**src/rtl/gray_step_monitor.sv**
```systemverilog
// Consumer of the 3-bit Gray counter stage: converts the code to binary, counts forward
// steps and 7->0 laps, and latches a sticky fault on illegal transitions or a stray Overflow rise.
module gray_step_monitor #(
    parameter int STEP_W = 16,
    parameter int LAP_W  = 8
) (
    input  logic              Clk,
    input  logic              Reset_n,
    input  logic              Clear,
    input  logic [2:0]        Gray,
    input  logic              Overflow,
    output logic [2:0]        Bin,
    output logic [STEP_W-1:0] Steps,
    output logic [LAP_W-1:0]  Laps,
    output logic              Valid,
    output logic              Error,
    output logic [1:0]        ErrCode,
    output logic [1:0]        dbg_state
);

    typedef enum logic [1:0] {
        INIT  = 2'd0,
        TRACK = 2'd1,
        FAULT = 2'd2
    } state_t;

    state_t     state, state_nxt;
    logic [2:0] last_code;
    logic       last_ovf;

    logic [2:0] new_bin;
    logic [2:0] diff;
    logic       same, fwd, wrap, ovf_rise, multi, code_err, ovf_err;
    logic [1:0] err_code_nxt;

    function automatic logic [2:0] gray2bin(input logic [2:0] g);
        logic [2:0] b;
        b[2] = g[2];
        b[1] = g[2] ^ g[1];
        b[0] = b[1] ^ g[0];
        return b;
    endfunction

    // Bin always holds the binary of last_code once a baseline exists, so it serves as the reference.
    always_comb begin
        new_bin      = gray2bin(Gray);
        diff         = Gray ^ last_code;
        same         = (diff == 3'b000);
        fwd          = !same && (new_bin == Bin + 3'd1);
        wrap         = fwd && (Bin == 3'd7);
        ovf_rise     = Overflow && !last_ovf;
        multi        = ((diff & (diff - 3'd1)) != 3'b000);
        code_err     = !same && !fwd;
        ovf_err      = ovf_rise && !wrap;
        err_code_nxt = code_err ? (multi ? 2'b01 : 2'b10) : 2'b11;
    end

    always_comb begin
        state_nxt = state;
        case (state)
            INIT:    state_nxt = TRACK;
            TRACK:   if (code_err || ovf_err) state_nxt = FAULT;
            FAULT:   state_nxt = FAULT;
            default: state_nxt = INIT;
        endcase
        if (Clear) state_nxt = INIT;
    end

    always_ff @(posedge Clk or negedge Reset_n) begin
        if (!Reset_n) state <= INIT;
        else          state <= state_nxt;
    end

    always_ff @(posedge Clk or negedge Reset_n) begin
        if (!Reset_n) begin
            last_code <= 3'b000;
            last_ovf  <= 1'b0;
            Bin       <= 3'b000;
            Steps     <= '0;
            Laps      <= '0;
            Error     <= 1'b0;
            ErrCode   <= 2'b00;
        end else if (Clear) begin
            last_code <= 3'b000;
            last_ovf  <= 1'b0;
            Bin       <= 3'b000;
            Steps     <= '0;
            Laps      <= '0;
            Error     <= 1'b0;
            ErrCode   <= 2'b00;
        end else begin
            case (state)
                INIT: begin
                    last_code <= Gray;
                    last_ovf  <= Overflow;
                    Bin       <= new_bin;
                end
                TRACK: begin
                    last_ovf <= Overflow;
                    if (fwd) begin
                        last_code <= Gray;
                        Bin       <= new_bin;
                        Steps     <= Steps + STEP_W'(1);
                        if (wrap && (Laps != {LAP_W{1'b1}})) Laps <= Laps + LAP_W'(1);
                    end
                    if (code_err || ovf_err) begin
                        Error   <= 1'b1;
                        ErrCode <= err_code_nxt;
                    end
                end
                default: last_ovf <= Overflow;
            endcase
        end
    end

    assign Valid     = (state != INIT);
    assign dbg_state = state;

endmodule

```
**config.mk**
```make
export PLATFORM = sky130hd
export DESIGN_NAME = gray_step_monitor
export DESIGN_NICKNAME = d
export VERILOG_FILES = /design/src/rtl/gray_step_monitor.sv
export SDC_FILE = /design/constraint.sdc
export NUM_CORES = 1
export LEC_CHECK = 0
export BUFFER_PORTS_ARGS = -buffer_cell sky130_fd_sc_hd__buf_2
export CORE_AREA = 2 2 68 70
export DETAILED_ROUTE_END_ITERATION = 6
export DIE_AREA = 0 0 70 72
export MAX_ROUTING_LAYER = met4
export PLACE_DENSITY = 0.8
export SETUP_SLACK_MARGIN = 0.02
export SKIP_CTS_REPAIR_TIMING = 1
export SLEW_MARGIN = 20
export SYNTH_ARGS = -nofsm -noshare
export SYNTH_HDL_FRONTEND = slang
export SYNTH_SLANG_ARGS = --single-unit
```
**constraint.sdc**
```tcl
create_clock -name Clk -period 2.7 [get_ports Clk]
set_input_delay 0 -clock Clk [delete_from_list [all_inputs] [get_ports Clk]]
set_output_delay 0 -clock Clk [all_outputs]
set_load 0.02 [all_outputs]
```
======== Word-level counts from Yosys, hierarchy flattened ========
Index checks and enable logic that the tools add are counted.
storage, ports and cells
  flip-flop bits (word level) ............. 36
  RAM bits ................................ 0
  logic and storage cells ................. 72
  bits in latches ......................... 0
  memories kept ........................... 0
  memory bits (read-only) ................. 0
  output and inout port bits .............. 33
cells by class
  mux-type cells .......................... 25
  shift operators ......................... 0
  $add $sub $neg .......................... 4
  $lt $le $gt $ge ......................... 0
  equality and inequality tests ........... 7
  multiply operators ...................... 0
  div/mod/pow operators ................... 0
  bitwise logic cells ..................... 4
  reduce and logical (&&, ||, !) cells .... 24
operators by type and width
  kind                                              number
  two-way mux 16 bit                                3
  two-way mux 8 bit                                 4
  adder 16 x 1 -> 16 bit, second input constant     1
  two-way mux 2 bit                                 7
  two-way mux 3 bit                                 4
  one-hot mux 3 bit (2 select lines)                2
  nonzero test 2 bit                                5
  adder 8 x 1 -> 8 bit, second input constant       1
  != test 8 bit, second input constant              1
  logical AND 1 bit                                 6
  != test 3 bit, second input constant              2
  one-hot mux 2 bit (3 select lines)                1
  AND reduction 2 bit                               3
  nonzero test 3 bit                                2
  zero test 1 bit                                   4
  two-way mux 1 bit                                 4
  adder 3 x 1 -> 3 bit, second input constant       1
  bitwise AND 3 bit                                 1
  equality test 3 bit                               1
  equality test 3 bit, second input constant        1
  zero test 3 bit                                   1
  AND reduction 3 bit                               1
  subtractor 3 x 1 -> 3 bit, second input constant  1
  bitwise XOR 3 bit                                 1
  other kinds (5)                                   6

======== Logic depth before layout (Yosys ltp) ========
Gate-level depths: netlist of run 1.
  depth in word-level cells ............... 11
  gate-level depth with buffers ........... 9
  mapped depth without buffers ............ 7

======== Worst setup path after synthesis of run 1 ========
No wires, ideal clock.
  path type ............................... register to register
  start ................................... register Bin[0]
  end ..................................... register Steps[8]
  library setup time ...................... 125 ps
  arrival time ............................ 2,547 ps
  buffers on the path ..................... 1
  clock period less this slack ............ 2,672 ps
  stages on the path, launching flop included .. 9
  setup slack ............................. 28 ps
  cells stage by stage .................... dfrtp_1 > ha_1 > ha_1 > or3_4 > a211oi_4 > o21bai_2 > buf_6 > nor4_1 > mux2_2
between the ends
  longest elaborated chain between the ends .. 5
RTL lines
  item                                  line  source
  from (decl)                           12    output logic [2:0] Bin,
  from (signal assigned)                96    Bin <= new_bin;
  from (signal assigned)                102   Bin <= new_bin;
  adder 3 x 1 -> 3 bit                  49    fwd = !same && (new_bin == Bin + 3'd1);
  equality test 3 bit                   49
  logical AND 1 bit                     49
  nonzero test 2 bit (no source line)   n/a
  AND reduction 2 bit (no source line)  n/a
  to (signal assigned)                  103   Steps <= Steps + STEP_W'(1);
  to (decl)                             13    output logic [STEP_W-1:0] Steps,
Every way passes these cells.
A chain may end at the register's enable or synchronous reset.

======== Final worst setup path of run 1 ========
  start ................................... register Bin[1]
  end ..................................... register Steps[15]
Same word-level chain as after synthesis.

==> results.txt, run 1 <==
After floorplanning, the core was sized to cover 4260 µm². The type of the tightest min-delay check is primary input to register. For this configuration, the core starts out at a cell density of 48.6%. The post-route fraction of the period consumed by the critical path is 93.4%.

The uppermost metal layer occupied by signal nets was met4. Once detailed placement completed, the half-perimeter wirelength came to 3080 µm. The area of combinational cells with multiple inputs came out at 1120 µm². The top flip-flop cell by instance count after synthesis is dfrtp_1.

Clock-pin slew was measured on the worst setup and hold paths at 0.08 ns. Cells with a size suffix above 1 make up 27.6% of the layout. Max-slew headroom at the worst pin: 46.5%. After detailed routing, the met3 layer carries 184 µm of wire. The number of flops mapped to enable cells by yosys was 0. CTS placed an instance of clkbuf_8 at the clock tree root. The later pin in the worst-skew pair is clocked with a latency of 0.29 ns. Static timing analysis puts the maximum clock frequency at 397 MHz. After global routing the overflow that remains totals 0. For this run, the register share of the synthesized area comes to 42.2%. The initialized floorplan defines 24 standard-cell rows. Yosys attributes the largest share of cell area to dfrtp_1 42%, mux2_2 6.0%, nor2_1 4.3%, ha_1 4.2%, a21oi_1 4.1%. TritonCTS built the clock tree.

The setup violation total in the final timing report is 0, and the final hold violation count is 0. Die boundary width: 70 µm. Before antenna repair, the detailed router went through 4 iterations. The synthesized design devotes to its leading area cell type 42.2% of total area. The flow ran to the end, and the final reports show no timing, DRC or antenna violations. For this run, design rule violations remaining after detail routing come to 0.

The tools report the initial antenna violation count as 0. Maximum number of buffers from clock root to sink: 2. The number of primary I/O pins came out at 40.

Synthesis inferred 35 register bits. The die covers 5040 µm². The first global-routing pass estimated 7300 µm of wire. The setup path with the least slack is of type register to register.

For this run, the total global-route usage over all layers was measured as 18.9%. Setup repair after global routing left no endpoint under its margin. The logs give 0 for the number of slew-limit violations in the final report and 0 for the max-cap check violation count. In the routed layout, each cell is associated on average with a via count of 5.78.

The floorplan step set the die height to 72 µm. Adding up every negative setup slack in the final design gives 0 ns. Counting instances, the worst hold path has a depth of 3. In this run the static leakage power is 1.12 nW. Dividing total power by cell area gives a power density of 612 nW/µm².

The post-route minimum period was 2.52 ns; the number of inserted filler cells in the final layout was 387. The first routing iteration left 108 violations. The tools report the cell count after synthesis as 219. The utilization after layout is 57.8%. Counting every net in the synthesized netlist gives 233.

Wire length on met2: 2110 µm. The detailed router put a total of 2130 µm of wire on met1. For this run, asynchronously set or reset flops after synthesis account for 100%. The worst register-to-register path has a depth of 8.

Entering global routing, the biggest net connects 44 pins. For this design, the sink count on the clock tree is 35. Input and output buffers added on the ports amount to 39. The final net count came out at 274.

For this block, the routed nets add up to 4470 µm of wire. The biggest area contributor in the post-synthesis netlist is dfrtp_1. Number of warning messages in the yosys log: 0. The mean routed wirelength per cell is 14.3 µm, and the highest ir drop seen on vdd is 0.000463 V. The maximum fanout along the worst path came out at 35.

The worst setup path is captured at a register. Nature of the critical path startpoint: a register. CTS built an H-tree with a depth of 2. The number of global-route vias before repair was 1543; the actual transition at the worst max-transition pin was 0.802 ns. The post-synthesis to final-layout area growth is 19.0%. Routability-driven placement finished with a final weighted congestion of 0.813.

The mean area per synthesized cell was 9.47 µm². The sequential cells in the finished layout cover a total of 876 µm². The post-route antenna net violation count was 0. The number of inserted diodes is 0, and the number of vias after detailed routing is 1809.

The worst path arrival time was 2.74 ns; the clock tree skew after final layout was 0.00898 ns. For the total CTS buffers, the log shows 5. Synthesis instantiated 41 different standard cells from the library. The synthesized netlist occupies a cell area of 2070 µm².

The required time of the critical path was 2.92 ns.
-- metrics by stage --
| step | cells | setup WS (ns) | hold slack (ns) | cell area (µm²) | total power, mW |
|---|---|---|---|---|---|
| 2_1_floorplan | 219 | 0.0284 | -0.296 | 2070 | 0.946 |
| 3_3_place_gp | 302 | 0.124 | 0.128 | 2310 | 1.06 |
| 3_5_place_dp | 302 | 0.0133 | 0.140 | 2310 | 1.08 |
| 4_1_cts | 310 | -0.00978 | -0.175 | 2410 | 1.50 |
| 5_1_grt | 313 | 0.0502 | 0.182 | 2470 | 1.60 |
| 6_report | 313 | 0.179 | 0.137 | 2470 | 1.51 |
-- flip-flops by register name, indices dropped and copies added (netlist names) --
register	flops
Steps	16
Bin	3
dbg_state	2
last_code	2
Laps	8
Error	1
ErrCode	2
last_ovf	1
-- Yosys cell counts (2+ instances only) --
library cell,instances
nor3_1,4
a21oi_1,17
nor2_1,24
dfrtp_1,35
or3_1,6
o41ai_1,2
nor4b_1,2
mux2i_1,3
buf_6,2
mux2_2,11
and3_1,2
o31ai_1,10
nand4_1,3
nor3b_1,2
nand2_1,9
nor2b_1,10
inv_1,10
nand3_1,10
or4_1,10
xnor2_1,5
nor4_1,3
o21ai_0,5
clkbuf_1,9
ha_1,7
or2_2,2
-- worst max-delay path, stage by stage (launching register included) --
cell	delay [ns]
dfrtp_1	0.40
ha_1	0.22
ha_4	0.23
or3_4	0.33
a211oi_4	0.29
o21bai_2	0.12
buf_12	0.17
or4_1	0.53
a21oi_2	0.14
-- layout by cell type (no fill, tap or decap), types with 2 or more instances in the layout --
master / count
a21oi_1: 15
a21oi_2: 2
and3_1: 2
buf_2: 39
buf_4: 4
clkbuf_8: 7
dfrtp_1: 35
dlygate4sd3_1: 2
ha_1: 6
inv_1: 10
mux2_2: 11
mux2i_1: 3
nand2_1: 9
nand3_1: 10
nand4_1: 3
nor2_1: 24
nor2b_1: 10
nor3_1: 4
nor3b_1: 2
nor4_1: 2
nor4b_1: 2
o21ai_0: 5
o31ai_1: 10
o41ai_1: 2
or2_2: 2
or3_1: 6
or4_1: 10
xnor2_1: 5
-- metal layers --
layer | up-vias | GRT usage, %
met5 | - | -
met4 | 0 | 7.26
met3 | 5 | 4.86
met2 | 40 | 27.9
met1 | 881 | 25.2
li1 | 883 | -
-- logic make-up after synthesis --
kind of cell / share of synthesized area (%)
AOI/OAI and AO/OA: 14.1
adders and majority gates: 4.71
xor gates and xnor gates: 2.53
muxes: 7.42
buffers and inverters: 4.89
DFF: 42.2
and+or+nand+nor: 24.1
-- path summary, 6_finish.rpt --
| check | startpoint | end | slack (ns) |
|---|---|---|---|
| max in group asynchronous | Reset_n | Error | 1.85 |
| worst max register to register | Bin[1] | Steps[15] | 0.18 |
| min in group asynchronous | Reset_n | dbg_state[0] | 0.33 |
| worst min-delay path | Gray[0] | last_code[0] | 0.14 |
| worst min register to register | Error | Error | 0.51 |
| worst max-delay path | Bin[1] | Steps[15] | 0.18 |
-- power breakdown --
| part | total (mW) | switching [mW] | internal, mW |
|---|---|---|---|
| sequential | 0.609 | 0.0366 | 0.573 |
| clock | 0.424 | 0.191 | 0.233 |
| combinational | 0.477 | 0.288 | 0.189 |
| total | 1.51 | 0.515 | 0.994 |
-- layout make-up --
cell class | count | area share (%)
repair buffers | 46 | 10.8
inverters | 10 | 1.52
multi-input cells | 162 | 45.5
well taps | 52 | 2.64
clock buffers | 8 | 4.06
flip-flops and latches | 35 | 35.5
Note: power is estimated with default switching activity, not from simulation.
==> run 2, diff against run 1 <==
--- a/config.mk
+++ b/config.mk
@@ -9,7 +9,6 @@
 export CORE_AREA = 2 2 68 70
 export DETAILED_ROUTE_END_ITERATION = 6
 export DIE_AREA = 0 0 70 72
-export MAX_ROUTING_LAYER = met4
 export PLACE_DENSITY = 0.8
 export SETUP_SLACK_MARGIN = 0.02
 export SKIP_CTS_REPAIR_TIMING = 1
==> constraint.sdc (replaced) <==
create_clock -name Clk -period 2.7 [get_ports Clk]
set_input_delay 0.54 -clock Clk [delete_from_list [all_inputs] [get_ports Clk]]
set_output_delay 0.54 -clock Clk [all_outputs]
set_load 0.02 [all_outputs]
==> run 2 against run 1 <==
  * Clock skew decreased by 0.0028 ns
  * Non-clock buffer count decreased by 3
  * Sequential power about the same
  * Maximum frequency decreased by 0.89%
  * Clock-buffer cell count decreased by 2
  * Via count decreased by 1.9%
  * First-iteration DRC count decreased by 14%
  * Wire length increased by 2.2%
  * Hold slack improved by 0.19 ns
  * Utilization increased by 0.32 points
  * Critical path type unchanged
  * Critical endpoint is now Laps[4]
  * Highest routed layer unchanged
==> results.txt, run 2 (synthesis gave the netlist of run 1 again) <==
The logs give 1.13 nW (+1.4%) for the cell leakage power and 40 (unchanged) for the number of primary I/O pins. The total power draw is 1.57 mW (+4.1%). Total grt overflow: 0 (unchanged). The pin count of the biggest net entering global routing came out at 36 (-18%).

Met1 demand-to-capacity share in global routing: 25.0% (-0.22 points). The number of flip-flops under the largest register name was 16 (unchanged); the wire length of the first global-routing pass was 7530 µm (+3.2%). The largest registers in the layout are Steps x16, Laps x8, Bin x3. The flow ran to the end, and the final reports show no timing, DRC or antenna violations.

The number of cells after detailed placement came out at 302 (unchanged). The most common cell after layout, fill and taps aside was buf_2. The final-layout setup total negative slack is 0 ns (unchanged), and the detailed router's first-iteration violation count is 93 (-14%).

The number of detailed-routing iterations run before antenna repair is 4 (unchanged). The fmax was 393 MHz (-0.89%). The die area was 5040 µm² (unchanged); the power per standard cell area was 633 nW/µm² (+3.5%). The tools report the number of slew-limit violations in the final report as 0 (unchanged). For the number of global-route vias before repair, the log shows 1652 (+7.1%).

The highest-delay cell along the critical path is or4_4. In the layout the commonest cells are 39 x buf_2, 35 x dfrtp_1, 24 x nor2_1. The tools report the clock tree skew after final layout as 0.00621 ns (-0.00277 ns). The net load switching power came out at 0.518 mW (+0.47%).

Setup repair after global routing left no endpoint under its margin. The effective utilization at floorplan was 48.6% (unchanged). The peak per-stage delay on the critical path came out at 0.52 ns (about the same). The actual transition at the worst max-transition pin was 0.798 ns (-0.00390 ns); the net switching share of the total power was 33.0% (-1.2 points). The count of clock tree sinks was 35 (unchanged); the met2 routing resource usage after global routing was 29.9% (+2.0 points). The post-CTS clock slew at the launch and capture registers of the worst setup and hold paths is 0.07 ns (about the same), and the sum of net half-perimeters after detailed placement is 3140 µm (+2.1%). The standard cell area after detailed placement is 2310 µm² (unchanged), and the maximum number of buffers from clock root to sink is 2 (unchanged).

The aggregate routed wire length came out at 4570 µm (+2.2%). Post-route antenna net violation count: 0 (unchanged). Final instance area: 2480 µm² (+0.56%).

The maximum fanout along the worst path was 35 (unchanged). The total CTS buffers was 5 (unchanged). The total global-route track usage is 18.7% (-0.21 points). The fraction of layout cells with a size suffix above 1 is 29.5% (+1.9 points). The met3 layer usage reported by global route was 3.89% (-0.97 points). The post-route minimum period is 2.54 ns (+0.0227 ns), and the number of vias after detailed routing is 1774 (-1.9%).

The tools report the initial antenna violation count as 0 (unchanged). The internal power contribution is 1.05 mW (+5.9%). The clock root buffer was clkbuf_8.

For the final net count, the log shows 271 (-1.1%). The die boundary width was 70 µm (unchanged). Busiest metal layer after global routing: met2. Counting flops per register, the top entry is Steps. The number of inserted diodes was 0 (unchanged); the overall die height was 72 µm (unchanged). The mean number of vias per cell was 5.72 (-0.99%); the core outline area was 4260 µm² (unchanged). The final hold violation count is 0 (unchanged). The logs give 0.777 (-4.4%) for the final weighted congestion of routability-driven global placement and 29.7% (-1.9 points) for the combinational share of power. The number of inserted filler cells in the final layout is 374 (-3.4%).

The run gives 31.5% (+3.4 points) as the fraction of power consumed by the clock network. The logs give 0 (unchanged) for the max-cap check violation count and 0.000407 V (-12%) for the highest ir drop seen on vdd. The count of unresolved DRC violations after routing is 0 (unchanged), and the count of H-tree levels built during CTS is 2 (unchanged).

The worst path buffer plus inverter count works out to 1 (unchanged). The nature of the critical path startpoint was a register. The post-route fraction of the period consumed by the critical path is 94.2% (+0.84 points).

Relative to the synthesized area, the layout overhead comes to 19.6%. The final instance count without filler cells was 310 (-0.96%); the quantity of I/O buffers inserted on ports was 39 (unchanged). The clock insertion delay at the later pin of the skew report is 0.29 ns (about the same), and the mean routed wirelength per cell is 14.8 µm (+3.2%).

The setup violation total in the final timing report came out at 0 (unchanged). The cell type group with the largest total delay on the critical path is simple AND/OR/NAND/NOR gates. The max-slew headroom at the worst pin came out at 46.8% (+0.26 points). The worst hold path belongs to the class primary input to asynchronous set/reset pin. The logs give 24 (unchanged) for the placement row count and 2.92 ns (about the same) for the required time of the critical path. TritonCTS built the clock tree.

The type of destination of the critical path is a register. Walking the worst path, the cells encountered are ha_1 > ha_4 > or3_4 > a211oi_4 > o21bai_2 > buf_12 > or4_4 > a21oi_2. The kind of critical path was register to register. The tools report the fraction of power consumed by sequential logic as 38.8% (-1.6 points). The tools report the worst path arrival time as 2.76 ns (+0.02 ns).
[run 2: layer usage]
| metal | share of wire [%] | wire length, µm | vias to the layer above |
|---|---|---|---|
| li1 | - | - | 869 |
| met5 | 0 | 0 | - |
| met1 | 47 | 2140 | 866 |
| met4 | 1.0 | 48 | 0 |
| met3 | 4.2 | 191 | 5 |
| met2 | 48 | 2190 | 34 |
[run 2: layout make-up]
type / instances / area [µm²] / share of cell area [%]
repair buffers: 43 / 238 / 9.59
flip-flops and latches: 35 / 876 / 35.3
well taps: 52 / 65.1 / 2.62
clock inverters: 2 / 35.0 / 1.41
inverters: 10 / 37.5 / 1.51
multi-input cells: 162 / 1150 / 46.2
clock buffers: 6 / 82.6 / 3.33
[run 2: power groups by stage]
| stage | sequential, mW | clock, mW | combinational (mW) |
|---|---|---|---|
| after detailed placement | 0.618 | 0 | 0.456 |
| after global placement | 0.615 | 0 | 0.450 |
| after global routing | 0.616 | 0.528 | 0.509 |
| after CTS | 0.608 | 0.508 | 0.459 |
| after floorplan | 0.662 | 0 | 0.284 |
| final | 0.609 | 0.495 | 0.466 |
[run 2: path summary, 6_finish.rpt]
path / depth (start not counted) / slack [ns] / endpoint / from
setup / recovery: 8 / 0.16 / Laps[4] / Bin[0]
hold / removal: 1 / 0.33 / Steps[0] / Reset_n
setup reg to reg: 8 / 0.16 / Laps[4] / Bin[0]
hold reg to reg: 2 / 0.50 / Error / Error
max in group asynchronous: 1 / 1.87 / last_ovf / Reset_n
min in group Clk: 2 / 0.49 / last_ovf / Overflow
[run 2: through the flow]
| step | worst slack [ns] | hold WS, ns | util (%) |
|---|---|---|---|
| after floorplan | 0.0284 | 0.244 | - |
| after global placement | 0.130 | 0.478 | 54.2 |
| after detailed placement | 0.0564 | 0.488 | 54.2 |
| after CTS | 0.0215 | 0.353 | 57.0 |
| after global routing | 0.0500 | 0.404 | 58.2 |
| final | 0.156 | 0.330 | 58.2 |
==> run 3, diff against run 2 <==
--- a/config.mk
+++ b/config.mk
@@ -10,9 +10,10 @@
 export DETAILED_ROUTE_END_ITERATION = 6
 export DIE_AREA = 0 0 70 72
 export PLACE_DENSITY = 0.8
+export RECOVER_POWER = 25
 export SETUP_SLACK_MARGIN = 0.02
 export SKIP_CTS_REPAIR_TIMING = 1
-export SLEW_MARGIN = 20
+export SLEW_MARGIN = 40
 export SYNTH_ARGS = -nofsm -noshare
 export SYNTH_HDL_FRONTEND = slang
 export SYNTH_SLANG_ARGS = --single-unit
==> run 3 against run 2 <==
  * The flow now finishes with violations (max-capacitance violations, max-slew violations)
  * Sequential power is essentially flat
  * Critical path depth is the same
  * Clock power is essentially flat
  * Largest power group unchanged
==> results.txt, run 3 (synthesis gave the netlist of run 1 again) <==
The required time of the critical path came out at 2.92 ns (about the same). The fraction of power consumed by sequential logic is 38.8% (about the same), and the initial antenna violation count is 0 (unchanged). The tools report the aggregate routed wire length as 4580 µm (+0.11%). The post-route minimum period is 2.54 ns (+0.0000580 ns), and the total global-route track usage is 18.7% (unchanged). The number of inserted diodes was 0 (unchanged). The tools report the nature of the critical path startpoint as a register. The tools report the fmax as 393 MHz (about the same). The cell type group with the largest total delay on the critical path is simple AND/OR/NAND/NOR gates. The max-slew headroom at the worst pin was -27.4% (-74 points). Leaving out fill and tap cells, the most frequent cell in the layout is buf_2. The logs give 0.777 (unchanged) for the final weighted congestion of routability-driven global placement and 375 (+0.27%) for the number of inserted filler cells in the final layout. The net load switching power was 0.518 mW (about the same); the power per standard cell area was 634 nW/µm² (about the same). Final hold violation count: 0 (unchanged). The core outline area was 4260 µm² (unchanged).

Steps holds more flip-flops than any other register. Final net count: 271 (unchanged). The effective utilization at floorplan was 48.6% (unchanged). The tools report the combinational share of power as 29.7% (about the same).

The detailed router's first-iteration violation count was 93 (unchanged). The logs give 0 (unchanged) for the total grt overflow and 0.000407 V (about the same) for the highest ir drop seen on vdd. In the layout the commonest cells are 38 x buf_2, 35 x dfrtp_1, 24 x nor2_1. The flow ran to the end, but the final reports show violations.

The number of flip-flops under the largest register name came out at 16 (unchanged). The clock tree skew after final layout came out at 0.00635 ns (+0.000140 ns). The tree is rooted in a clkbuf_8. The maximum fanout along the worst path came out at 35 (unchanged).

Count of clock tree sinks: 35 (unchanged). The signal on the critical path passes through ha_1 > ha_4 > or3_4 > a211oi_4 > o21bai_2 > buf_12 > or4_4 > a21oi_2. The post-route fraction of the period consumed by the critical path was 94.2% (about the same). For the wire length of the first global-routing pass, the log shows 7530 µm (unchanged).

The final reports fail on max-capacitance violations, max-slew violations. The peak per-stage delay on the critical path was 0.52 ns (about the same). The critical path is of the register to register type.

The post-synthesis to final-layout area growth works out to 19.6% (about the same). The final-layout setup total negative slack was 0 ns (unchanged); the pin count of the biggest net entering global routing was 36 (unchanged). TritonCTS built the clock tree. The overall die height works out to 72 µm (unchanged). The quantity of I/O buffers inserted on ports is 39 (unchanged), and the net switching share of the total power is 33.0% (about the same). The largest registers in the layout are Steps x16, Laps x8, Bin x3. The die boundary width came out at 70 µm (unchanged). The fraction of layout cells with a size suffix above 1 was 29.1% (-0.39 points). The worst path buffer plus inverter count works out to 1 (unchanged).

The slowest stage of the critical path is the or4_4 cell. The post-route antenna net violation count was 0 (unchanged). The tools report the worst hold margin as 0.495 ns (+0.165 ns). Clock insertion delay at the later pin of the skew report: 0.29 ns (about the same). The tools report the fraction of power consumed by the clock network as 31.5% (about the same). The worst setup path is captured at a register.

The mean number of vias per cell is 5.72 (unchanged). Sum of net half-perimeters after detailed placement: 3140 µm (unchanged). The run gives 5 (unchanged) as the total CTS buffers.

The maximum number of buffers from clock root to sink is 2 (unchanged), and the count of H-tree levels built during CTS is 2 (unchanged). The run gives 1.13 nW (-0.24%) as the cell leakage power. The placement row count is 24 (unchanged), and the count of unresolved DRC violations after routing is 0 (unchanged). Number of slew-limit violations in the final report: 36 (+36). Type of the tightest min-delay check: primary input to register. The post-CTS clock slew at the launch and capture registers of the worst setup and hold paths is 0.07 ns (about the same). The worst path arrival time was 2.76 ns (about the same); the number of global-route vias before repair was 1652 (unchanged). The max-cap check violation count is 1 (+1), and the mean routed wirelength per cell is 14.8 µm (+0.11%). Actual transition at the worst max-transition pin: 1.91 ns (+1.11 ns). For the internal power contribution, the log shows 1.05 mW (about the same). The number of detailed-routing iterations run before antenna repair was 4 (unchanged); the number of vias after detailed routing was 1774 (unchanged).

The logs give 0 (unchanged) for the setup violation total in the final timing report and 5040 µm² (unchanged) for the die area. Setup repair after global routing left no endpoint under its margin. The number of primary I/O pins is 40 (unchanged).
## run 3: cell count changes in the layout (fill, tap and decap cells not counted), sizes merged
| cell | previous run | this run |
|---|---|---|
| clkbuf | 6 | 7 |
| buf | 43 | 42 |
## run 3: area by class of cell
class	count	area (µm²)	area share, %
Sequential cell	35	876	35.3
Clock inverter	2	35.0	1.41
Multi-Input combinational cell	162	1150	46.2
Inverter	10	37.5	1.51
Tap cell	52	65.1	2.62
Clock buffer	6	82.6	3.33
Timing Repair Buffer	43	236	9.54
## run 3: through the flow
stage	util [%]	instances	worst slack (ns)	area, µm²	power (mW)
finish	58.1	310	0.156	2480	1.57
global route	58.1	310	0.0500	2480	1.65
CTS	57.0	310	0.0215	2430	1.57
detailed placement	54.2	302	0.0564	2310	1.07
global placement	54.2	302	0.130	2310	1.07
floorplan	-	219	0.0284	2070	0.946
## run 3: power by group through the flow
stage	logic, mW	registers [mW]	clock network (mW)
6_report	0.466	0.609	0.495
5_1_grt	0.509	0.616	0.528
4_1_cts	0.459	0.608	0.508
3_5_place_dp	0.456	0.618	0
3_3_place_gp	0.450	0.615	0
2_1_floorplan	0.284	0.662	0
## run 3: worst reg2reg max path: stages (launching register included)
cell and delay (ns):
dfrtp_1 0.39, ha_1 0.24, ha_4 0.23, or3_4 0.33, a211oi_4 0.29, o21bai_2 0.13, buf_12 0.18, or4_4 0.52
a21oi_2 0.15
## run 3: final timing paths
| path | from | slack (ns) | end | cells after the start |
|---|---|---|---|---|
| setup / recovery | Bin[0] | 0.16 | Laps[4] | 8 |
| hold / removal | Overflow | 0.49 | last_ovf | 2 |
| setup reg to reg | Bin[0] | 0.16 | Laps[4] | 8 |
| hold reg to reg | Error | 0.50 | Error | 2 |
| max in group asynchronous | Reset_n | 0.83 | last_ovf | 1 |
| min in group asynchronous | Reset_n | 0.77 | Steps[0] | 1 |
## run 3: routing by layer
layer	GRT usage [%]	share of wire, %
met3	3.89	4.2
met4	7.69	1.0
met1	25.0	47
met2	29.9	48
met5	0	0
